===== config.mk =====
export PLATFORM = sky130hd
export DESIGN_NAME = rng_share_arbiter
export DESIGN_NICKNAME = d
export VERILOG_FILES = /design/src/rtl/rng_share_arbiter.sv
export SDC_FILE = /design/constraint.sdc
export NUM_CORES = 1
export LEC_CHECK = 0
export ABC_AREA = 1
export CAP_MARGIN = 20
export CORE_MARGIN = 3
export CORE_UTILIZATION = 45
export DETAILED_ROUTE_END_ITERATION = 6
export HOLD_SLACK_MARGIN = 0.06
export PLACE_DENSITY_LB_ADDON = 0.2
export SETUP_SLACK_MARGIN = 0.2
export SKIP_LAST_GASP = 1
export SLEW_MARGIN = 30
export SYNTH_ARGS = -nofsm -noshare
export SYNTH_HDL_FRONTEND = slang
export SYNTH_SLANG_ARGS = --single-unit

===== constraint.sdc =====
create_clock -name clk -period 1.6 [get_ports clk]
set_input_delay 0.16 -clock clk [delete_from_list [all_inputs] [get_ports clk]]
set_output_delay 0.16 -clock clk [all_outputs]
set_load 0.005 [all_outputs]

===== src/rtl/rng_share_arbiter.sv =====
// rng_share_arbiter: shares one buffered PRNG word among NREQ requesters, round-robin,
// after discarding DISCARD words of warm-up following reset or flush.
module rng_share_arbiter #(
   parameter int NREQ    = 4,
   parameter int DISCARD = 4
) (
   input  logic            clk,
   input  logic            rst,
   input  logic [31:0]     rng_in,
   input  logic            rng_vld,
   input  logic            flush,
   input  logic [NREQ-1:0] req,
   output logic [NREQ-1:0] gnt,
   output logic [31:0]     rnd_out,
   output logic            rnd_vld,
   output logic            ready,
   output logic [15:0]     drop_cnt
);
   localparam int PW = $clog2(NREQ);
   typedef enum logic {WARMUP, SERVE} state_t;
   state_t state, state_n;
   logic [3:0] dcnt, dcnt_n;
   logic [31:0] buf_q;
   logic buf_full, win, load, drop, warm_hit;
   logic [PW-1:0] ptr, win_idx;
   logic [NREQ-1:0] hi, pick;
   always_comb begin
      hi = req & ~((NREQ'(1) << ptr) - NREQ'(1));
      pick = (|hi) ? hi : req;
      win_idx = '0;
      for (int i = NREQ - 1; i >= 0; i--) if (pick[i]) win_idx = PW'(i);
      win = state == SERVE && buf_full && |req && !flush;
      load = state == SERVE && !flush && rng_vld && (!buf_full || win);
      drop = state == SERVE && !flush && rng_vld && buf_full && !win;
      warm_hit = state == WARMUP && !flush && rng_vld && dcnt == 4'(DISCARD - 1);
      state_n = flush ? WARMUP : warm_hit ? SERVE : state;
      dcnt_n = (flush || warm_hit) ? 4'd0 : (state == WARMUP && rng_vld) ? dcnt + 4'd1 : dcnt;
   end
   always_ff @(posedge clk) begin
      if (rst) state <= WARMUP;
      else state <= state_n;
   end
   always_ff @(posedge clk) begin
      if (rst) begin
         dcnt <= '0;
         buf_q <= '0;
         buf_full <= 1'b0;
         ptr <= '0;
         drop_cnt <= '0;
         gnt <= '0;
         rnd_out <= '0;
         rnd_vld <= 1'b0;
      end else begin
         dcnt <= dcnt_n;
         if (load) buf_q <= rng_in;
         buf_full <= flush ? 1'b0 : load ? 1'b1 : win ? 1'b0 : buf_full;
         if (win) ptr <= (win_idx == PW'(NREQ - 1)) ? '0 : win_idx + 1'b1;
         if (drop && drop_cnt != 16'hFFFF) drop_cnt <= drop_cnt + 16'd1;
         gnt <= win ? NREQ'(1) << win_idx : '0;
         rnd_out <= win ? buf_q : '0;
         rnd_vld <= win;
      end
   end
   assign ready = state == SERVE;
endmodule


# Yosys cells after proc, flatten, opt, wreduce, memory -nomap -nowiden
# Cells that the tools add are included.
# op_classes
add_sub_neg	4
n_eq_ne	3
shifts	2
muxes	8
n_bitwise	4
n_reduce_logical	24
# ops
op	count
$add A16 B1 Y16 const B	1
$ne A16 B16 Y1 const B	1
$logic_and A1 B1 Y1	13
$mux W2	5
$reduce_or A4 Y1	2
$shl A1 B2 Y4 const A	2
$reduce_or A2 Y1	3
$add A4 B1 Y4 const B	1
$and A4 B4 Y4	1
$eq A4 B2 Y1 const B	1
$mux W4	1
$not A4 Y4	1
$sub A4 B1 Y4 const B	1
$logic_not A1 Y1	3
$add A2 B1 Y2 const B	1
$eq A2 B2 Y1 const B	1
$logic_or A1 B1 Y1	2
$mux W1	2
$not A1 Y1	2
$reduce_bool A2 Y1	1
# word_totals
register_bits	93
in_bits	40
output_inout_bits	54
wordCells	54

# Logic depth before layout (Yosys ltp)
# Gate-level depths: netlist of the first run.
# logic_depth
ltp_word	12
ltp_mapped	10
depth_no_buf	9

# Worst setup path after synthesis of the first run
# No wires, ideal clock.
# synth_path
path_type	flip-flop to flip-flop
startpoint	register drop_cnt[0]
endpoint	register drop_cnt[5]
setup_ns	0.071
t_arrival_ns	1.447
required_ns	1.529
path_slack_ns	0.082
stages_incl_launch_ff	11
path_buffers	1
synth_period_minus_slack_ns	1.518
path_cell_list	dfxtp_1 -> ha_1 -> nand3_2 -> inv_2 -> nand2_4 -> nor2_8 -> inv_2 -> nand2_4 -> buf_12 -> nand2_1 -> a21oi_2
# synth_between
elab_chain_len	2
word_cells_on_any_way	3
cone_classes	add/sub (1); eq/ne (1); reduce/logical (1)
# synth_rtl
element	line	rtl
start: declaration	17	output logic [15:0] drop_cnt
start signal: assignment	58	if (drop && drop_cnt != 16'hFFFF) drop_cnt <= drop_cnt + 16'd1;
branches (longest 2 deep; another with $add A16 B1 Y16)	n/a	
# Parallel ways; which one is timed is not known.
# A chain may end at the register's enable or synchronous reset.

# Final worst setup path of the first run
# layout_path
startpoint	register drop_cnt[1]
endpoint	register drop_cnt[15]
# The elaborated chain is that of the path after synthesis.

==> flow_metrics.py, run 1 <==
metrics = {
    "outcome": {
        "status": "finished clean",
    },
    "yosys": {
        "yosys.area.top_type": "dfxtp_1",
        "syn_area_per_cell_um2": 7.991,
        "syn-cell-area_mm2": 0.003556,
        "seq_area_frac_synth": 0.5236,
        "ys.flop_type": "dfxtp_1",
        "synth_most_common_cell": "dfxtp_1",
        "ys_types": 27,
        "yosys_warnings": 0,
        "synth_nets": 487,
        "synth_seq_cells": 93,
        "yosysTopAreaCellShare": 0.5236,
        "synth_enable_flop_cells": 0,
        "synth.top_cells.by_area": "dfxtp_1 (52%), nand2_1 (8.7%), nor2_1 (6.2%)",
        "synth_commonest_cells": "dfxtp_1 (93), nand2_1 (82), nor2_1 (59)",
        "async_reset_ff_frac": 0,
        "synthCells": 445,
    },
    "setup_path": {
        "path_cells": "ha_4 -> nand3_4 -> inv_4 -> nand2_4 -> nor2_8 -> nor2_4 -> clkbuf_16 -> nand2_1 -> a21oi_1",
        "cpPeakStageDelay_ns": 0.37,
        "cp.required_ns": 1.88,
        "cp.arrival_ns": 1.67,
        "end_kind": "register",
        "path_max_fanout": 8,
        "crit_buf_inv": 2,
        "cpMaxStageDelayCell": "dfxtp_4",
        "path_depth": 9,
        "r2r_cells": 9,
        "path_class": "reg -> reg",
        "startpoint_type": "register",
        "crit_family": "simple AND/OR/NAND/NOR gates",
    },
    "clock_tree": {
        "clockRootBuffer": "clkbuf_8",
        "cts_tree": "built",
        "cts_buffer_depth": 2,
        "clk_latency_ns": 0.34,
        "clock_sinks": 93,
        "clk_pin_slew_worst_paths_ns": 0.10,
        "h-tree-depth": 3,
        "cts_made_buffers": 9,
    },
    "global_routing": {
        "grt_pass1_wl_um": 13350,
        "antenna_found_initial": 0,
        "grt_usage": 0.1884,
        "globalRouteOverflowTotal": 0,
        "grt_max_degree": 37,
        "grt_pass1_vias": 2930,
    },
    "timing": {
        "hold_ws_ns": 0.4137,
        "worst_slew_pin_slew_ns": 0.2667,
        "finalSetupViolCount": 0,
        "slew_headroom": 0.8215,
        "fin_crit_ns": 1.389,
        "fin_worst_skew_ns": 0.01111,
        "rsz0062_at_grt": "yes",
        "max_freq_ghz": 0.7200,
        "min_period_over_period": 0.8681,
        "hold_viol_final": 0,
        "slew_viol_final": 0,
    },
    "final_layout": {
        "fill_cells": 600,
        "nets": 615,
        "ff_latch_area_mm2": 0.001896,
        "area_growth_pct": 50.84,
        "diodes": 0,
        "multi_input_area_mm2": 0.001582,
        "drive_above_1_share": 0.2284,
    },
    "power_and_ir_drop": {
        "power_switching_w": 0.0009020,
        "vdd_drop_max_uv": 514.1,
        "power.density_mw_per_mm2": 745.2,
        "p_clk_frac": 0.372,
        "p_seq_frac": 0.577,
        "p_leak_nw": 2.169,
        "switching_share": 0.2257,
        "p_int_w": 0.003095,
        "power_w": 0.003997,
        "combPwrFrac": 0.051,
    },
    "detailed_routing": {
        "wire_per_inst_um": 12.84,
        "vias": 3212,
        "ant_nets": 0,
        "wirelength_um": 8691,
        "drc": 0,
        "first_iter_violations": 78,
        "viasPerCell": 4.744,
        "drt_first_pass_iters": 4,
    },
    "worst_hold_path": {
        "hold_path_class": "in -> reg",
        "whs_path_depth": 3,
    },
    "floorplan": {
        "rows": 31,
        "die_h_um": 94.90,
        "dieArea_mm2": 0.009005,
        "die_x_um": 94.90,
        "ios": 94,
        "design.core.area_mm2": 0.007447,
        "initial_utilization": 0.4775,
    },
    "flow_run": {
        "maxCapViolCount": 0,
    },
    "placement": {
        "gp_congestion": 0.8293,
        "portBuffers": 93,
        "dpl.hpwl_um": 5560,
    },
}
==> kinds of logic (layout without fill, tap and decap cells) <==
logic type / after synthesis / in the layout / share of synthesized area
and+or+nand+nor: 179 / 180 / 0.2220
DFF: 93 / 93 / 0.5236
AOI/OAI and AO/OA: 87 / 87 / 0.1330
buffers and inverters: 74 / 206 / 0.08972
xor gates and xnor gates: 10 / 10 / 0.02463
adders and majority gates: 2 / 2 / 0.007036
==> path summary, 6_finish.rpt <==
| path | end | slack [ns] | start |
|---|---|---|---|
| min reg2reg | rnd_out[22]$_SDFF_PP0_ | 0.44 | buf_q[22]$_SDFFE_PP0P_ |
| max reg2reg | drop_cnt[15]$_SDFFE_PP0P_ | 0.21 | drop_cnt[1]$_SDFFE_PP0P_ |
| min | buf_q[2]$_SDFFE_PP0P_ | 0.41 | rng_in[2] |
| max | drop_cnt[15]$_SDFFE_PP0P_ | 0.21 | drop_cnt[1]$_SDFFE_PP0P_ |
==> worst min-delay path, delay by kind of cell <==
family | cells | cell delay, ns
AO/OA/AOI/OAI | 2 | 0.17
buffers and inverters | 1 | 0.40
==> flip-flops by register name, indices dropped and copies added, names as in the netlist <==
signal,count
rnd_vld,1
dcnt,4
rnd_out,32
buf_full,1
drop_cnt,16
gnt,4
buf_q,32
ptr,2
ready,1
==> cell type report <==
type                            count  share of cell area
Clock buffer                       13             0.02962
Multi-Input combinational cell    279              0.2948
Clock inverter                      3            0.005365
Sequential cell                    93              0.3534
Inverter                           57             0.04082
Tap cell                           99             0.02309
Timing Repair Buffer              133              0.2529
==> power by group through the flow <==
| stage | Sequential, W | Combinational (W) | Clock [W] |
|---|---|---|---|
| floorplan | 0.00237 | 0.0000604 | 0 |
| global placement | 0.00237 | 0.000191 | 0 |
| detailed placement | 0.00237 | 0.000192 | 0 |
| CTS | 0.00231 | 0.000196 | 0.00150 |
| global route | 0.00231 | 0.000223 | 0.00161 |
| finish | 0.00231 | 0.000205 | 0.00149 |
==> timing repair <==
action | in CTS | in global routing
setup endpoints to repair | 42 | 85
gates resized for setup | 40 | 56
setup buffers | 5 | 7
hold buffers | 0 | 0
cloned | 1 | 3
pin swaps | 1 | 19
==> stage by stage <==
step	setup slack, ns	cells	utilization	TNS (ns)	instance area [um2]
finish	0.2110	677	0.7203	0	5364
detailed placement	-0.1242	645	0.6410	-5.059	4773
global route	0.1178	677	0.7203	0	5364
CTS	0.1471	667	0.6786	0	5054
floorplan	0.2053	445	-	0	3571
global placement	-0.05204	645	0.6410	-1.548	4773
==> placed cells by master, fill, tap and decap left out, types with 7 or more instances in the layout <==
cell             count
a21oi_1             40
clkdlybuf4s50_1     76
dlygate4sd2_1       13
clkbuf_8            11
dfxtp_1             78
inv_1               52
nor2_2               8
nor2_1              50
nand2_2             13
nand4_1              7
buf_4               30
o21ai_1             27
nand3_1             14
a21oi_2             12
nand2_1             68
dfxtp_2              9
==> metal layers <==
metal,vias up,share of wire,GRT usage
li1,1658,-,-
met1,1473,0.44,0.2329
met2,72,0.50,0.3218
met3,9,0.045,0.04542
met4,0,0.012,0.06130
met5,-,0,0
Note: power is estimated with default switching activity, not from simulation.
==> inputs of run 2 (changes only) <==
ABC_CLOCK_PERIOD_IN_PS = 1600   (was unset)
==> results of run 2 <==
Final layout, timing and power as in run 1 (identical DEF).
